<file path="src/rtl/cmd_engine.sv">
// cmd_engine: UART opcode parser, one-cycle command strobe and response serialiser with timeouts/NAK.
// Define CMD_ENGINE_CLI_EN for ASCII-hex terminal framing (':'/'>' prompts, hex payload/response, CR LF).
module cmd_engine #(
  parameter int P_DATA_BYTES  = 8,
  parameter int P_TIMEOUT_CYC = 1000000
) (
  input  logic                      i_clk,
  input  logic                      i_rst,
  input  logic [7:0]                i_rx_data,
  input  logic                      i_rx_new,
  input  logic                      i_rx_err,
  input  logic                      i_tx_done,
  output logic                      o_tx_start,
  output logic [7:0]                o_tx_data,
  output logic [7:0]                o_cmd,
  output logic [8*P_DATA_BYTES-1:0] o_cmd_data,
  output logic                      o_cmd_new,
  input  logic                      i_resp_ready,
  input  logic [8*P_DATA_BYTES-1:0] i_resp_data,
  output logic                      o_loopback
);
  localparam int DW = 8*P_DATA_BYTES;
  localparam int CW = $clog2(2*P_DATA_BYTES+1);
  localparam int TW = $clog2(P_TIMEOUT_CYC+1);
`ifdef CMD_ENGINE_CLI_EN
  typedef enum logic [3:0] {IDLE, DECODE, PRE_D, RX, ISSUE, PRE_R, WAIT, TX, TXW, CR, LF, NAK} state_t;
  localparam state_t S_END = CR;
  localparam state_t S_RSP = PRE_R;
  localparam int K = 2;
  function automatic logic [4:0] hex_dec(input logic [7:0] c);
    return (c >= 8'h30 && c <= 8'h39) ? {1'b1, c[3:0]} :
           ((c | 8'h20) >= 8'h61 && (c | 8'h20) <= 8'h66) ? {1'b1, c[3:0] + 4'd9} : 5'd0;
  endfunction
  function automatic logic [7:0] hex_enc(input logic [3:0] n);
    return {4'h0, n} + (n < 4'd10 ? 8'h30 : 8'h37);
  endfunction
`else
  typedef enum logic [3:0] {IDLE, DECODE, RX, ISSUE, WAIT, TX, TXW, NAK} state_t;
  localparam state_t S_END = IDLE;
  localparam state_t S_RSP = WAIT;
  localparam int K = 1;
`endif
  state_t state_q, state_d, ret_q, ret_d, send_ret;
  logic [CW-1:0] in_cnt_q, in_cnt_d, out_cnt_q, out_cnt_d;
  logic [7:0] cmd_q, cmd_d, tx_data_q, tx_data_d, tx_byte, send_byte;
  logic [DW-1:0] data_q, data_d, resp_q, resp_d;
  logic [TW-1:0] tmo_q, tmo_d;
  logic tx_start_q, tx_start_d, cmd_new_q, cmd_new_d, own_q, own_d;
  logic rx_new_q, rx_new_d, tx_done_q, tx_done_d;
  logic rx_edge, done_edge, tmo_hit, known, send;
  assign rx_edge   = i_rx_new & ~rx_new_q;
  assign done_edge = i_tx_done & ~tx_done_q;
  assign tmo_hit   = tmo_q == TW'(P_TIMEOUT_CYC - 1);
  assign known     = cmd_q == 8'h70 || cmd_q == 8'h72 || cmd_q == 8'h77;
  // out_cnt counts units still to send (bytes, or nibbles in CLI); index the captured response directly
`ifdef CMD_ENGINE_CLI_EN
  assign tx_byte = hex_enc(4'(resp_q >> {out_cnt_q - 1'b1, 2'b00}));
`else
  assign tx_byte = 8'(resp_q >> {out_cnt_q - 1'b1, 3'b000});
`endif
  always_comb begin
    state_d = state_q;
    ret_d = ret_q;
    in_cnt_d = in_cnt_q;
    out_cnt_d = out_cnt_q;
    cmd_d = cmd_q;
    data_d = data_q;
    resp_d = resp_q;
    tx_start_d = 1'b0;
    tx_data_d = tx_data_q;
    cmd_new_d = 1'b0;
    rx_new_d = i_rx_new;
    tx_done_d = i_tx_done;
    send = 1'b0;
    send_byte = 8'h15;
    send_ret = S_END;
    case (state_q)
      IDLE: if (rx_edge) begin
        cmd_d = i_rx_data;
        data_d = '0;
        state_d = DECODE;
      end
      DECODE: begin
        in_cnt_d = CW'(K * (cmd_q == 8'h70 ? 1 : cmd_q == 8'h77 ? P_DATA_BYTES : 0));
        out_cnt_d = CW'(K * (cmd_q == 8'h70 ? 1 : cmd_q == 8'h72 ? P_DATA_BYTES : 0));
`ifdef CMD_ENGINE_CLI_EN
        state_d = known ? PRE_D : NAK;
      end
      PRE_D: begin
        send = 1'b1;
        send_byte = 8'h3A;
        send_ret = in_cnt_q == '0 ? ISSUE : RX;
      end
      PRE_R: begin
        send = 1'b1;
        send_byte = 8'h3E;
        send_ret = WAIT;
      end
      CR: begin
        send = 1'b1;
        send_byte = 8'h0D;
        send_ret = LF;
      end
      LF: begin
        send = 1'b1;
        send_byte = 8'h0A;
        send_ret = IDLE;
      end
      RX: if (i_rx_err) state_d = NAK;
      else if (rx_edge) begin
        data_d = (data_q << 4) | DW'(hex_dec(i_rx_data)[3:0]);
        in_cnt_d = in_cnt_q - 1'b1;
        state_d = !hex_dec(i_rx_data)[4] ? NAK : in_cnt_q == CW'(1) ? ISSUE : RX;
      end else if (tmo_hit) state_d = NAK;
`else
        state_d = !known ? NAK : cmd_q == 8'h72 ? ISSUE : RX;
      end
      RX: if (i_rx_err) state_d = NAK;
      else if (rx_edge) begin
        data_d = (data_q << 8) | DW'(i_rx_data);
        in_cnt_d = in_cnt_q - 1'b1;
        state_d = in_cnt_q == CW'(1) ? ISSUE : RX;
      end else if (tmo_hit) state_d = NAK;
`endif
      ISSUE: begin
        cmd_new_d = 1'b1;
        state_d = out_cnt_q == '0 ? S_END : S_RSP;
      end
      WAIT: if (i_resp_ready) begin
        resp_d = i_resp_data;
        state_d = TX;
      end else if (tmo_hit) state_d = NAK;
      TX: begin
        send = 1'b1;
        send_byte = tx_byte;
        send_ret = out_cnt_q == CW'(1) ? S_END : TX;
        out_cnt_d = out_cnt_q - 1'b1;
      end
      TXW: if (done_edge) state_d = ret_q;
      NAK: send = 1'b1;
      default: state_d = IDLE;
    endcase
    if (send) begin
      tx_start_d = 1'b1;
      tx_data_d = send_byte;
      ret_d = send_ret;
      state_d = TXW;
    end
    own_d = state_d == IDLE ? 1'b0 : state_q == ISSUE ? 1'b1 : own_q;
    // idle timer restarts on every state entry and every received byte
    tmo_d = (state_d != state_q || rx_edge) ? '0 : (state_q == RX || state_q == WAIT) ? tmo_q + 1'b1 : tmo_q;
  end
  always_ff @(posedge i_clk or negedge i_rst)
    if (!i_rst) begin
      state_q <= IDLE;
      ret_q <= IDLE;
      in_cnt_q <= '0;
      out_cnt_q <= '0;
      cmd_q <= '0;
      data_q <= '0;
      resp_q <= '0;
      tmo_q <= '0;
      tx_start_q <= 1'b0;
      tx_data_q <= '0;
      cmd_new_q <= 1'b0;
      own_q <= 1'b0;
      rx_new_q <= 1'b0;
      tx_done_q <= 1'b0;
    end else begin
      state_q <= state_d;
      ret_q <= ret_d;
      in_cnt_q <= in_cnt_d;
      out_cnt_q <= out_cnt_d;
      cmd_q <= cmd_d;
      data_q <= data_d;
      resp_q <= resp_d;
      tmo_q <= tmo_d;
      tx_start_q <= tx_start_d;
      tx_data_q <= tx_data_d;
      cmd_new_q <= cmd_new_d;
      own_q <= own_d;
      rx_new_q <= rx_new_d;
      tx_done_q <= tx_done_d;
    end
  assign o_tx_start = tx_start_q;
  assign o_tx_data  = tx_data_q;
  assign o_cmd      = cmd_q;
  assign o_cmd_data = data_q;
  assign o_cmd_new  = cmd_new_q;
  assign o_loopback = !(own_q || state_q == ISSUE || state_q == TXW);
endmodule

</file>
<file path="config.mk">
export PLATFORM = sky130hd
export DESIGN_NAME = cmd_engine
export DESIGN_NICKNAME = d
export VERILOG_FILES = /design/src/rtl/cmd_engine.sv
export SDC_FILE = /design/constraint.sdc
export NUM_CORES = 1
export LEC_CHECK = 0
export ABC_AREA = 0
export CORE_UTILIZATION = 40
export CTS_CLUSTER_DIAMETER = 200
export DETAILED_ROUTE_END_ITERATION = 10
export HOLD_SLACK_MARGIN = 0.02
export MAX_ROUTING_LAYER = met4
export PLACE_DENSITY = 0.65
export SLEW_MARGIN = 20
export SYNTH_ARGS = -nofsm -noshare
export SYNTH_HDL_FRONTEND = slang
export SYNTH_SLANG_ARGS = --single-unit
</file>
<file path="constraint.sdc">
create_clock -name i_clk -period 2.76 [get_ports i_clk]
set_clock_uncertainty 0.15 [all_clocks]
set_input_delay 0.552 -clock i_clk [delete_from_list [all_inputs] [get_ports i_clk]]
set_output_delay 0.552 -clock i_clk [all_outputs]
set_load 0.05 [all_outputs]
</file>
; ---- Yosys cells after proc, flatten, opt, wreduce, memory -nomap -nowiden
; Index checks and enable logic that the tools add are counted.
[word_totals]
regBits = 187
latchBits = 0
mem_bits_rw = 0
romBits = 0
input_bits = 78
out_inout_bits = 83
wordCells = 94
n_memories = 0
[op_classes]
addsub = 3
multipliers = 0
div_mod_pow = 0
magnitude_cmp = 0
eq_ne = 17
shifts = 1
mux = 34
bitwise_logic = 5
n_reduce_logical = 20
[op_table]
columns = op, n
row1 = 2-to-1 mux 64 bit, 3
row2 = one-hot mux 64 bit (2 select lines), 1
row3 = bitwise OR 64 x 8 -> 64 bit, 1
row4 = right shift 64 x 8 -> 8 bit, 1
row5 = 2-to-1 mux 4 bit, 11
row6 = 2-to-1 mux 20 bit, 2
row7 = one-hot mux 4 bit (7 select lines), 1
row8 = == test 8 x 7 -> 1 bit (second input constant), 3
row9 = adder 20 x 1 -> 20 bit (second input constant), 1
row10 = == test 20 bit (second input constant), 1
row11 = one-hot mux 5 bit (2 select lines), 2
row12 = == test 4 x 3 -> 1 bit (second input constant), 4
row13 = 2-to-1 mux 3 bit, 4
row14 = == test 5 x 1 -> 1 bit (second input constant), 2
row15 = 2-to-1 mux 5 bit, 2
row16 = nonzero test 2 bit, 5
row17 = subtractor 5 x 1 -> 5 bit (second input constant), 2
row18 = == test 4 x 2 -> 1 bit (second input constant), 2
row19 = zero test 4 bit, 2
row20 = 2-to-1 mux 8 bit, 1
row21 = 2-to-1 mux 1 bit, 7
row22 = logical OR 1 bit, 6
row23 = inequality test 2 bit (second input constant), 3
row24 = zero test 5 bit, 1
row25 = other kinds (9), 12

; ---- Logic depth before layout (Yosys ltp)
; Gate-level depths: netlist of run 1.
[depth]
word_depth = 9
depth_mapped = 9

; ---- Worst setup path after synthesis of run 1
; OpenSTA, ideal clock, no wires.
[synth_timing]
kind = reg-to-reg
start = register out_cnt_q[0]
end = register tx_data_q[1], in the netlist o_tx_data[1]
setup_ps = 127
arrival_time_ps = 2145
path_slack_ps = 339
stages_incl_launch_ff = 9
path_buffers = 3
path_cell_list = dfrtp_1 > buf_2 > inv_1 > ha_1 > clkbuf_1 > clkbuf_1 > mux4_2 > mux2i_1 > o21ai_0
[synth_via]
elab_chain_len = 3
[synth_rtl]
columns = element, line_no
row1 = "start, declared", 44  ; logic [CW-1:0] in_cnt_q, in_cnt_d, out_cnt_q, out_cnt_d;
row2 = "start signal, assigned", 173  ; out_cnt_q <= out_cnt_d;
row3 = subtractor 5 x 1 -> 5 bit, 59  ; assign tx_byte = 8'(resp_q >> {out_cnt_q - 1'b1, 3'b000});
row4 = right shift 64 x 8 -> 8 bit, 59
row5 = 2-to-1 mux 8 bit, 77  ; case (state_q)
row6 = "end signal, assigned", 179  ; tx_data_q <= tx_data_d;
row7 = "end, declared", 45  ; logic [7:0] cmd_q, cmd_d, tx_data_q, tx_data_d, tx_byte, send_byte;
; Every way passes these cells.
; A chain may end at the register's enable or synchronous reset.

; ---- Final worst setup path of run 1
[layout_timing]
start = register state_q[0]
end = output o_loopback
[layout_via]
elab_chain_len = 4
word_cells_on_any_way = 5
cone_classes = 2 x eq/ne / 3 x reduce/logical
[layout_rtl]
columns = element, line_no
row1 = "start, declared", 43  ; state_t state_q, state_d, ret_q, ret_d, send_ret;
row2 = "start signal, assigned", 170  ; state_q <= state_d;
row3 = == test 4 x 2 -> 1 bit, 190  ; assign o_loopback = !(own_q || state_q == ISSUE || state_q == TXW);
row4 = logical OR 1 bit, 190
row5 = logical OR 1 bit (*), 190
row6 = zero test 1 bit (*), 190
row7 = "end, declared", 20  ; output logic o_loopback
; Every way passes the cells marked *; elsewhere a longest branch is shown, timed or not.

==> results of run 1 <==
==> how the worst max path moves through the flow <==
stage | slack (ps) | to
after global routing | 20 | o_loopback
after floorplan | 340 | o_tx_data[1]
after CTS | 40 | o_loopback
after global placement | 180 | tmo_q[7]
after detailed placement | 150 | tmo_q[16]
final | 120 | o_loopback
==> flip-flops by register name (all words and copies together), names as in the netlist <==
signal      cells
o_cmd_data     64
own_q           1
tx_done_q       1
o_cmd_new       1
tmo_q          20
o_tx_data       8
in_cnt_q        5
out_cnt_q       5
rx_new_q        1
o_tx_start      1
ret_q           1
state_q         4
resp_q         64
o_cmd           8
==> cell type report <==
type | count | share of cell area
inverters | 8 | 0.00266
multi-input cells | 531 | 0.340
diodes | 1 | 0.000222
clock inverters | 14 | 0.0119
well taps | 275 | 0.0305
repair buffers | 186 | 0.169
clock buffers | 18 | 0.0381
flip-flops and latches | 184 | 0.409
==> power groups by stage <==
stage,Clock [uW],Sequential (uW),Combinational (uW)
3_3_place_gp,0,3800,3400
6_report,2350,3780,3410
5_1_grt,2520,3870,3650
2_1_floorplan,0,4020,2170
3_5_place_dp,0,3830,3430
4_1_cts,2410,3780,3440
==> metal layers <==
layer | up-vias | GRT usage
met5 | - | -
met2 | 148 | 0.295
met1 | 3027 | 0.249
met3 | 15 | 0.0497
li1 | 3066 | -
met4 | 0 | 0.0531
==> worst max-delay path, cell delays in order (launching register included) <==
cell and delay [ps]:
dfrtp_1 550, buf_4 240, nand4bb_1 180, nor2b_1 350, buf_12 190
==> kinds of logic after synthesis <==
| group | Yosys count |
|---|---|
| buf+inv | 61 |
| fa+ha+maj | 6 |
| mux | 97 |
| simple gates | 284 |
| compound gates | 127 |
| flops | 184 |
| xor+xnor | 16 |
| other cells | 1 |
==> cell usage in the layout (no fill, tap or decap), types with 4 or more instances in the layout <==
cell             netlist  final
clkbuf_16              0     17
nand3_1               21     20
nor2_1                18     18
inv_1                  8      8
mux2_2                73     73
dfrtp_1              184    183
o21a_1                 5      5
inv_8                  0      4
buf_4                  4     18
nor2b_1                5      5
xnor2_1               11     11
nor4_1                 7      7
o31a_1                 8      8
nor3_2                20     20
nand2_1              148    147
o22a_1                 5      5
nand3b_1               4      4
xor2_1                 5      5
mux4_2                16     16
buf_12                 0      8
nand2b_1               5      5
clkdlybuf4s50_1        0    158
and3b_1                4      4
ha_1                   6      6
mux2i_1                8      8
o21ai_0               75     75
o211ai_1              10     10
nor3_1                 7      7
nand4_1               12     12
==> repair_timing <==
| action | 4_1_cts | 5_1_grt |
|---|---|---|
| hold buffers | 1 | 0 |
| gates resized for setup | 1 | 0 |
| setup endpoints to repair | 1 | 0 |
| endpoints found under the hold margin | 24 | 0 |
==> per-stage QoR <==
stage	util	setup slack, ps	total power, uW
after floorplan	-	339	6200
after global placement	0.504	178	7200
after detailed placement	0.504	147	7250
after CTS	0.531	44.3	9640
after global routing	0.531	17.1	10000
final	0.531	123	9540
==> metrics, run 1 <==
internal power=a little over 6000 uW; Fmax=roughly 380 MHz; initial antenna violation count=1; post-synth cell types=64; final slew viol count=0; post-route ant nets=0; Top Metal Used=met4; met3 wire length=about 1.1 mm; xor/xnor share of the synthesized area=0.0161; row count=53; Clk pwr share=0.246; Area contributors post-synth=dfrtp_1 (53%), mux2_2 (9.4%), nand2_1 (6.4%), o21ai_0 (4.3%), mux4_2 (4.1%); actual slew at the worst max-slew pin=between 500 and 600 ps; top-count cell post-synth=dfrtp_1; final net count=just over 1000; layout cells sized above 1=0.197; crit path from=state_q[0]; post-DP HPWL=13.6 mm; Synth Net Count=between 800 and 900; FF/Latch Area=between 4000 and 5000 um2; Arrival @ worst endpoint=just under 2000 ps; worst reg-to-reg setup slack=slightly above 400 ps; Gate power share=0.357; Yosys reg bits=184; area post-placement=10700 um2; multi-input logic area=3830 um2; wire length on met1=~9 mm; synthesized area per cell=approximately 11 um2; WL per Instance=between 15 and 20 um; placer congestion estimate=about 0.8; Compound-Gate Fraction of Synth Area=0.0916; die area=roughly 22000 um2; Tot GR Track Use=0.191; Max clock buf depth=2; setup TNS=0 ps; Reg-to-Reg End=tmo_q[16]; relative slew slack=0.605; Worst R2R Start=tmo_q[8]; switching pwr=between 3000 and 4000 uW; reg2reg path depth=6; leakage power=approximately 0.0047 uW; router iterations before antenna repair=4; simple-gate share of the synthesized area=0.175; final hold vios=0; Cell Area, Synth=about 8700 um2; top cells by count, synth=dfrtp_1 (184), nand2_1 (148), o21ai_0 (75); Hold Path Sink=o_tx_data[7]; synth-to-layout area growth=29.3%; Crit path required time=2060 ps; most used flip-flop cell after synthesis=dfrtp_1; DRC Markers=0; Initial DRC Count=324; Non-Filler Instances=1217; Sw Share=0.362; largest area contributor in the netlist=dfrtp_1; Pwr Density=846 nW/um2; Vias/cell=a little over 5; Hold Path Origin=o_tx_data[7]; TritonCTS clock tree=built; Die Wd=~150 um; unrepaired setup endpoints after global routing=no; hold_ws=between 300 and 400 ps; maximum VDD drop=a little under 0.5 mV; CTS Buf Count=17; vias in the first global route=approximately 6100; starting density of the core=0.411; crit start category=register; Synth warnings=0; Worst Hold Class=register to register; met2 routed WL=approximately 9.6 mm; clock-pin slew on the worst setup and hold paths=70 ps; worst hold stages=2; Port Buf Inserts=160; Adder-Cell Fraction of Synth Area=0.00861; crit path capture type=primary output; Setup Fix Bufs, Post-CTS=0; pin count of the biggest net entering global routing=between 100 and 150; Routed WL=19.9 mm; kind of critical path=register to primary output; H-tree levels=4; Fill cells=about 1900; Ports=around 160; clock sink total=between 150 and 200; first-pass GRT wire length=around 32 mm; total placed cells including tap cells=around 1200; Final period util=0.955; post-synthesis mux area share=0.145; fin crit period=between 2000 and 3000 ps; Max Cap Viol=0; Clock Latency Late Sink=approximately 430 ps; Post-synth EDFFs=0; area share of the largest cell type after synthesis=0.528; grt total ovfl=0; design area=between 10000 and 15000 um2; via count=6256; area of the core=approximately 21000 um2; Post-synth ARST share=1.00; Seq pwr share=0.396; status=finished, final reports clean; largest family of logic cells by synthesized area=simple AND/OR/NAND/NOR gates; critical-path maximum fanout=12; die height=150 um; Syn Inst Count=776; final setup fails=0; CTS root buffer=clkbuf_16; sequential area share after synthesis=0.528
No activity file was read; power rests on OpenSTA's default activity.
==> inputs of run 2 (changes only) <==
--- a/config.mk
+++ b/config.mk
@@ -12,6 +12,7 @@
 export HOLD_SLACK_MARGIN = 0.02
 export MAX_ROUTING_LAYER = met4
 export PLACE_DENSITY = 0.65
+export SKIP_CTS_REPAIR_TIMING = 1
 export SLEW_MARGIN = 20
 export SYNTH_ARGS = -nofsm -noshare
 export SYNTH_HDL_FRONTEND = slang
==> constraint.sdc (replaced) <==
create_clock -name i_clk -period 3.15 [get_ports i_clk]
set_clock_uncertainty 0.15 [all_clocks]
set_input_delay 0.63 -clock i_clk [delete_from_list [all_inputs] [get_ports i_clk]]
set_output_delay 0.63 -clock i_clk [all_outputs]
set_load 0.05 [all_outputs]
==> run 2 against run 1 <==
Compared with the run above: hold slack lost 310 ps; register-to-register slack gained 230 ps; clock-buffer cell count shrank 1; sequential cell count is the same; routed wire length shrank 0.40%; critical endpoint unchanged.
==> metrics, run 2 (synthesis gave the netlist of run 1 again) <==
status=finished, final reports clean (unchanged); Max clock buf depth=2 (unchanged); layout cells sized above 1=0.190 (was 0.197); Worst Hold Class=input port to async pin (was register to register); Reg-to-Reg End=in_cnt_q[4] (was tmo_q[16]); CTS root buffer=clkbuf_16 (unchanged); final slew viol count=0 (unchanged); post-route ant nets=0 (unchanged); crit path capture type=primary output (unchanged); maximum VDD drop=0.455 mV (was 0.485 mV); crit start category=register (unchanged); critical-path maximum fanout=16 (was 12); die height=150 um (unchanged); total placed cells including tap cells=1175 (was 1183); post-DP HPWL=13.5 mm (was 13.6 mm); CP cell instances=nand4bb_1, nand2b_1, nor2b_1, buf_4 (was buf_4, nand4bb_1, nor2b_1, buf_12); Port Buf Inserts=160 (unchanged); post-placement setup slack=446 ps (was 147 ps); pin count of the biggest net entering global routing=129 (unchanged); Pwr Density=755 nW/um2 (was 846 nW/um2); Tot GR Track Use=0.193 (was 0.191); router iterations before antenna repair=4 (unchanged); CTS Buf Count=17 (unchanged); commonest non-fill, non-tap cell in the layout=dfrtp_1 (unchanged); critical path's slowest cell=dfrtp_1 (unchanged); TritonCTS clock tree=built (unchanged); Max Cap Viol=0 (unchanged); clock sink total=184 (unchanged); grt total ovfl=0 (unchanged); die area=22400 um2 (unchanged); Routed WL=19.8 mm (was 19.9 mm); Vias/cell=5.09 (was 5.14); Fmax=~360 MHz; Worst R2R Start=state_q[1] (was tmo_q[8]); synth-to-layout area growth=28.9% (was 29.3%); Initial DRC Count=255 (was 324); kind of critical path=register to primary output (unchanged); fin crit period=around 2800 ps; worst reg-to-reg setup slack=640 ps (was 410 ps); Non-Filler Instances=1208 (was 1217); leakage power=0.00472 uW (was 0.00475 uW); WL per Instance=16.4 um (about the same); post-layout util=0.529 (was 0.531); starting density of the core=0.411 (unchanged); area of the core=21200 um2 (unchanged); actual slew at the worst max-slew pin=683 ps (was 590 ps); final setup margin=337 ps (was 123 ps); placer congestion estimate=0.793 (was 0.796); final setup fails=0 (unchanged); first-pass GRT wire length=32.5 mm (was 32.3 mm); critical path's largest stage delay=740 ps (was 550 ps); Arrival @ worst endpoint=2030 ps (was 1930 ps); H-tree levels=4 (unchanged); Crit path required time=2370 ps (was 2060 ps); initial antenna violation count=1 (unchanged); DRC Markers=0 (unchanged); reg2reg path depth=6 (unchanged); Clock Latency Late Sink=440 ps (was 430 ps); setup TNS=0 ps (unchanged); most frequent cells in the layout=dfrtp_1 (184), clkdlybuf4s50_1 (158), nand2_1 (147) (was dfrtp_1 (183), clkdlybuf4s50_1 (158), nand2_1 (147)); Ports=161 (unchanged); clock-pin slew on the worst setup and hold paths=80 ps (was 70 ps); relative slew slack=0.544 (was 0.605); final net count=1003 (was 1012); unrepaired setup endpoints after global routing=no (unchanged); vias in the first global route=6079 (was 6083); Die Wd=150 um (unchanged); final hold vios=0 (unchanged); via count=6150 (was 6256); row count=53 (unchanged); Final period util=0.893
==> run 2: changes by cell type in the layout (fill, tap and decap cells not counted), sizes merged <==
cell / previous run / this run
buf: 26 / 18
bufinv: 0 / 1
clkinv: 5 / 6
clkbuf: 19 / 18
clkinvlp: 2 / 1
dlygate4sd3: 1 / 0
==> run 2: per-layer routing <==
layer  GRT usage  share of wire  wire length (um)
met1       0.249           0.46              9090
met2       0.293           0.47              9280
met3      0.0588          0.061              1210
met4      0.0526          0.013               254
met5           -              0                 0
==> run 2: critical path: cells and delay by family, from the launching register on <==
family / cells / cell delay (ps)
buffers and inverters: 1 / 240
flip-flops: 1 / 740
AND/OR/NAND/NOR: 3 / 620
==> run 2: final cells by class <==
cell class                      count  area [um2]
Tap cell                          275         344
Inverter                            8        30.0
Clock buffer                       17         425
Clock inverter                     15         196
Multi-Input combinational cell    531        3830
Antenna cell                        1        2.50
Sequential cell                   184        4600
Fill cell                        1899        9980
Timing Repair Buffer              177        1810
==> run 2: per-stage QoR <==
step / cell area (um2) / hold WS, ps / power (uW)
6_report: 11200 / 22.0 / 8480
5_1_grt: 11200 / 50.7 / 8970
4_1_cts: 11200 / 45.4 / 8580
3_5_place_dp: 10600 / 319 / 6340
3_3_place_gp: 10600 / 310 / 6280
2_1_floorplan: 8720 / 184 / 5430
==> run 2: worst max-delay path by stage <==
stage / startpoint / endpoint / slack [ps] / depth (start not counted)
after floorplan: out_cnt_q[0] / o_tx_data[1] / 730 / 8
after global placement: i_rx_new / tmo_q[5] / 500 / 8
after detailed placement: i_rx_new / tmo_q[1] / 450 / 8
after CTS: state_q[3] / o_loopback / 270 / 4
after global routing: state_q[3] / o_loopback / 220 / 4
final: state_q[3] / o_loopback / 340 / 4
==> run 2: where the power goes <==
part	switching, uW	internal (uW)	leakage (uW)
Sequential	432	2910	0.00247
Combinational	1560	1350	0.00195
Clock	1060	1150	0.000299
Total	3060	5420	0.00472
==> inputs of run 3 (changes only) <==
--- a/config.mk
+++ b/config.mk
@@ -12,7 +12,6 @@
 export HOLD_SLACK_MARGIN = 0.02
 export MAX_ROUTING_LAYER = met4
 export PLACE_DENSITY = 0.65
-export SKIP_CTS_REPAIR_TIMING = 1
 export SLEW_MARGIN = 20
 export SYNTH_ARGS = -nofsm -noshare
 export SYNTH_HDL_FRONTEND = slang
==> results of run 3 <==
No change in the layout: final DEF, timing and power equal those of run 2.
